`src/rtl/multi_channel_load_counter.sv`:
```
// multi_channel_load_counter: independent loadable up/down counters with wrap or saturate at a limit
module multi_channel_load_counter #(
    parameter int COUNTER_WIDTH = 32,
    parameter int NUM_CHANNELS  = 4,
    parameter bit WRAP_MODE     = 1,
    parameter bit PIPE_IN       = 1
) (
    input  logic                                  clk,
    input  logic                                  rst_n,
    input  logic [NUM_CHANNELS-1:0]               enable,
    input  logic [NUM_CHANNELS-1:0]               load,
    input  logic [NUM_CHANNELS-1:0]               clear,
    input  logic [NUM_CHANNELS-1:0]               dir,
    input  logic [NUM_CHANNELS*COUNTER_WIDTH-1:0] start_val,
    input  logic [NUM_CHANNELS*COUNTER_WIDTH-1:0] step,
    input  logic [NUM_CHANNELS*COUNTER_WIDTH-1:0] limit,
    output logic [NUM_CHANNELS*COUNTER_WIDTH-1:0] count_val,
    output logic [NUM_CHANNELS-1:0]               terminal,
    output logic [NUM_CHANNELS-1:0]               done,
    output logic [NUM_CHANNELS-1:0]               busy
);
    localparam int W = COUNTER_WIDTH;
    localparam int N = NUM_CHANNELS;
    typedef enum logic [1:0] {IDLE, RUN, DONE} state_t;
    logic [N-1:0]   en_c, ld_c, clr_c, dir_c;
    logic [N*W-1:0] start_c, step_c, limit_c;
    if (PIPE_IN) begin : g_pipe
        always_ff @(posedge clk) begin
            if (!rst_n) begin
                en_c    <= '0;
                ld_c    <= '0;
                clr_c   <= '0;
                dir_c   <= '0;
                start_c <= '0;
                step_c  <= '0;
                limit_c <= '0;
            end else begin
                en_c    <= enable;
                ld_c    <= load;
                clr_c   <= clear;
                dir_c   <= dir;
                start_c <= start_val;
                step_c  <= step;
                limit_c <= limit;
            end
        end
    end else begin : g_direct
        assign en_c    = enable;
        assign ld_c    = load;
        assign clr_c   = clear;
        assign dir_c   = dir;
        assign start_c = start_val;
        assign step_c  = step;
        assign limit_c = limit;
    end
    for (genvar c = 0; c < N; c++) begin : g_ch
        state_t       state;
        logic         sh_dir, term, dn, bsy, hit;
        logic [W-1:0] sh_step, sh_limit, sh_start, cnt;
        logic [W:0]   nxt;
        // nxt carries one extra bit so an up-count carry shows up as exceeding any limit
        always_comb begin
            nxt = sh_dir ? {1'b0, cnt} - {1'b0, sh_step} : {1'b0, cnt} + {1'b0, sh_step};
            hit = sh_dir ? (cnt < sh_step) || (nxt[W-1:0] <= sh_limit) : (nxt >= {1'b0, sh_limit});
        end
        always_ff @(posedge clk) begin
            if (!rst_n) begin
                state    <= IDLE;
                cnt      <= '0;
                term     <= 1'b0;
                dn       <= 1'b0;
                bsy      <= 1'b0;
                sh_dir   <= 1'b0;
                sh_step  <= '0;
                sh_limit <= '0;
                sh_start <= '0;
            end else if (clr_c[c]) begin
                state <= IDLE;
                term  <= 1'b0;
                dn    <= 1'b0;
                bsy   <= 1'b0;
            end else if (ld_c[c]) begin
                state    <= RUN;
                cnt      <= start_c[c*W +: W];
                term     <= 1'b0;
                dn       <= 1'b0;
                bsy      <= 1'b1;
                sh_dir   <= dir_c[c];
                sh_step  <= step_c[c*W +: W];
                sh_limit <= limit_c[c*W +: W];
                sh_start <= start_c[c*W +: W];
            end else if (state == RUN && en_c[c]) begin
                term <= hit;
                if (!hit) begin
                    cnt <= nxt[W-1:0];
                end else if (WRAP_MODE) begin
                    cnt <= sh_start;
                end else begin
                    cnt   <= sh_limit;
                    state <= DONE;
                    dn    <= 1'b1;
                    bsy   <= 1'b0;
                end
            end else begin
                term <= 1'b0;
            end
        end
        assign count_val[c*W +: W] = cnt;
        assign terminal[c]         = term;
        assign done[c]             = dn;
        assign busy[c]             = bsy;
    end
endmodule

```
`config.mk`:
```
export PLATFORM = sky130hd
export DESIGN_NAME = multi_channel_load_counter
export DESIGN_NICKNAME = d
export VERILOG_FILES = /design/src/rtl/multi_channel_load_counter.sv
export SDC_FILE = /design/constraint.sdc
export NUM_CORES = 2
export LEC_CHECK = 0
export CORE_MARGIN = 2
export CORE_UTILIZATION = 60
export DETAILED_ROUTE_END_ITERATION = 8
export PLACE_DENSITY_LB_ADDON = 0.15
export SLEW_MARGIN = 30
export SYNTH_ARGS = -nofsm -noshare
export SYNTH_HDL_FRONTEND = slang
export SYNTH_SLANG_ARGS = --single-unit
```
`constraint.sdc`:
```
create_clock -name clk -period 14.74 [get_ports clk]
set_input_delay 1.474 -clock clk [delete_from_list [all_inputs] [get_ports clk]]
set_output_delay 1.474 -clock clk [all_outputs]
set_load 0.005 [all_outputs]
```
==> results.cfg <==
[run_status]
status = finished clean

[timing]
tns_ns = 0
fin_crit_sh = 0.468
relSlewSlack = 0.321
setup_viol = 0
finalHoldViolCount = 0
clock_skew_ns = 0.0321
fmax_mhz = 145
rsz0062_at_grt = no
drv_slew = 0
worst_pin_slew_ns = 1.02
period_minus_slack_ns = 6.89

[floorplanning]
die_area_sq_um = 82500
io_pins = 542
die_w_um = 287
coreArea_sq_um = 79300
rows = 103
start_util = 0.607
die_h_um = 287

[cts]
htree_levels = 3
cts_root_buf = clkbuf_16
clk_pin_slew_ns = 0.07
cts_buffers = 95
post-cts-setup-buffer-count = 0
cts.sinks = 924
ctsHoldBuffers = 0
clockBufferDepth = 3
cts_resized = 0
cts_tree = built
worstSkewPairLatency_ns = 0.68

[synthesis]
yosysWarnings = 0
syn_inst = 5930
synthesis.area_sq_um = 48100
synth_top_cell_area_share = 0.384
yosys.area.top_type = dfxtp_1
synth_edf_count = 0
postSynthAreaPerCell_sq_um = 8.12
synth_ff_type = dfxtp_1
ys_ff_latch = 924
ys_seq_area_frac = 0.384
synth_cell_types = 95
yosysMostFrequentCell = nand2_1
async_flop_share = 0
netlist_top_cells_count = nand2_1 (943), dfxtp_1 (924), a21oi_1 (751), and2_1 (411), ha_1 (384)
synth.top_cells.by_area = dfxtp_1 (38%), ha_1 (10%), a21oi_1 (7.8%)

[critical_path]
reg2reg_depth = 26
critPathLaunchType = flop
worstSetupEndpointType = flop
reg2reg_setup_slack_ns = 7.85
rr_endpoint = g_ch[2].cnt[25]$_SDFFE_PN0P_
timing_worst_setup_path_type = reg -> reg
crit_arrival_ns = 7.45
worst_ep_required_time_ns = 15.30
crit_fanout = 26
rr_startpoint = g_ch[2].cnt[0]$_SDFFE_PN0P_

[drt]
wl_per_cell_um = 19.9
drt_iter0_drc = 3995
via_per_inst = 5.87
drc = 0
ant_nets = 0
vias = 43400
wl_um = 147000
first_pass_iters = 6

[grt]
grt.overflow.total = 0
antenna_found_initial = 21
grt_pass1_wl_um = 228000
grt_max_degree = 251
track_usage = 0.346
first_global_vias = 41300

[pwr]
p_leak_nw = 23.3
peakVddDrop_mv = 0.114
finalPower_mw = 6.79
powerDensity_nw_per_um2 = 119

[placed_design]
dpl.hpwl_um = 105000
port_buffers = 537
postPlaceCellArea_sq_um = 53700
place.gp.congestion = 0.963

[flow_run]
drv_cap = 0

[cells_and_area]
layout-drive-gt1-share = 0.0480
finalInstanceArea_sq_um = 57300
post-route-util = 0.722
fin_nets = 7027
area_growth_pct = 18.9

[min_path]
whs_endpoint = g_ch[2].sh_limit[14]$_SDFFE_PN0P_
hp-class = reg -> reg
worstHoldStart = limit_c[78]$_SDFF_PN0_
hold_depth = 2
cell type report:
type                            count  area, sq um
Antenna cell                       17         42.5
Tap cell                         1050         1310
Inverter                          388         1460
Clock buffer                      125         2650
Fill cell                        6253        22000
Clock inverter                     55          790
Timing Repair Buffer              571         5730
Multi-Input combinational cell   4253        26800
Sequential cell                   924        18500
how the worst max path moves through the flow:
stage                                startpoint                            to  slack, ns  cells after the start
6_report            g_ch[2].cnt[0]$_SDFFE_PN0P_  g_ch[2].cnt[25]$_SDFFE_PN0P_       7.85                     26
5_1_grt             g_ch[3].cnt[0]$_SDFFE_PN0P_   g_ch[3].cnt[5]$_SDFFE_PN0P_       7.34                     24
4_1_cts             g_ch[2].cnt[0]$_SDFFE_PN0P_  g_ch[2].cnt[25]$_SDFFE_PN0P_       7.99                     26
3_5_place_dp        g_ch[2].cnt[0]$_SDFFE_PN0P_  g_ch[2].cnt[25]$_SDFFE_PN0P_       8.01                     26
3_3_place_gp        g_ch[2].cnt[0]$_SDFFE_PN0P_  g_ch[2].cnt[25]$_SDFFE_PN0P_       8.16                     26
2_1_floorplan  g_ch[3].sh_step[13]$_SDFFE_PN0P_  g_ch[3].cnt[27]$_SDFFE_PN0P_       9.30                     25
layer usage:
layer  global-route usage  share of wire  vias up
met2                0.543           0.45     1752
met5                    0        0.00022        -
met1                0.472           0.43    20500
li1                     -              -    20800
met3               0.0601          0.080      311
met4                0.137          0.038        6
per-stage QoR:
step | cells | hold WS (ns) | setup WS (ns)
final | 7383 | 0.429 | 7.85
after global routing | 7381 | 0.443 | 7.34
after CTS | 7365 | 0.422 | 7.99
after detailed placement | 7185 | 0.424 | 8.01
after global placement | 7181 | 0.419 | 8.16
after floorplan | 5933 | 0.417 | 9.30
cells by family (layout without fill, tap and decap cells):
family | after synthesis | count (layout) | synth area share
flip-flops | 924 | 924 | 0.384
AND/OR/NAND/NOR | 2046 | 2046 | 0.203
other | 1 | 21 | 0.0000779
AO/OA/AOI/OAI | 1588 | 1588 | 0.203
buffers and inverters | 756 | 1139 | 0.0619
adder cells (fa/ha/maj) | 392 | 392 | 0.103
XOR/XNOR | 118 | 118 | 0.0215
multiplexers | 105 | 105 | 0.0229
cells in the final DEF (no fill, tap or decap), drive strengths merged, types with 50 or more instances in the layout:
cell type	instances
nor2b	50
a21o	87
nand3	67
nand2	944
mux2i	72
clkdlybuf4s50	536
nor3	76
ha	384
clkbuf	125
nand2b	74
a21oi	751
dfxtp	924
nor2	236
and2	412
o21ai	252
xnor2	96
o211ai	75
inv	392
power by group:
group	internal (mW)	switching, mW	leakage (nW)
sequential	2.61	0.0854	7.59
clock	1.53	1.07	1.67
combinational	0.631	0.854	14.0
sequential cells by signal, summed over array words and instances (netlist names), 128 cells and up:
register and cells:
g_ch.cnt 128, start_c 128, step_c 128, g_ch.sh_limit 128
limit_c 128, g_ch.sh_step 128, g_ch.sh_start 128
critical path, cell delays in order (launching register included):
cell,delay [ns]
dfxtp_1,0.34
inv_1,0.06
ha_1,0.16
inv_1,0.05
fa_1,0.39
a21o_1,0.18
a21oi_1,0.22
o211ai_1,0.14
a21oi_1,0.28
o2111ai_1,0.24
a221oi_1,0.45
o21ai_0,0.24
o31ai_1,0.31
xnor2_1,0.19
ha_1,0.28
a21o_1,0.16
a21o_1,0.18
a21oi_1,0.21
o211ai_1,0.12
a311oi_1,0.41
o2bb2ai_1,0.14
a32oi_2,0.66
buf_4,0.43
inv_2,0.30
or3_1,0.42
o2111ai_1,0.11
nor2_1,0.06
Note: power is estimated with default switching activity, not from simulation.
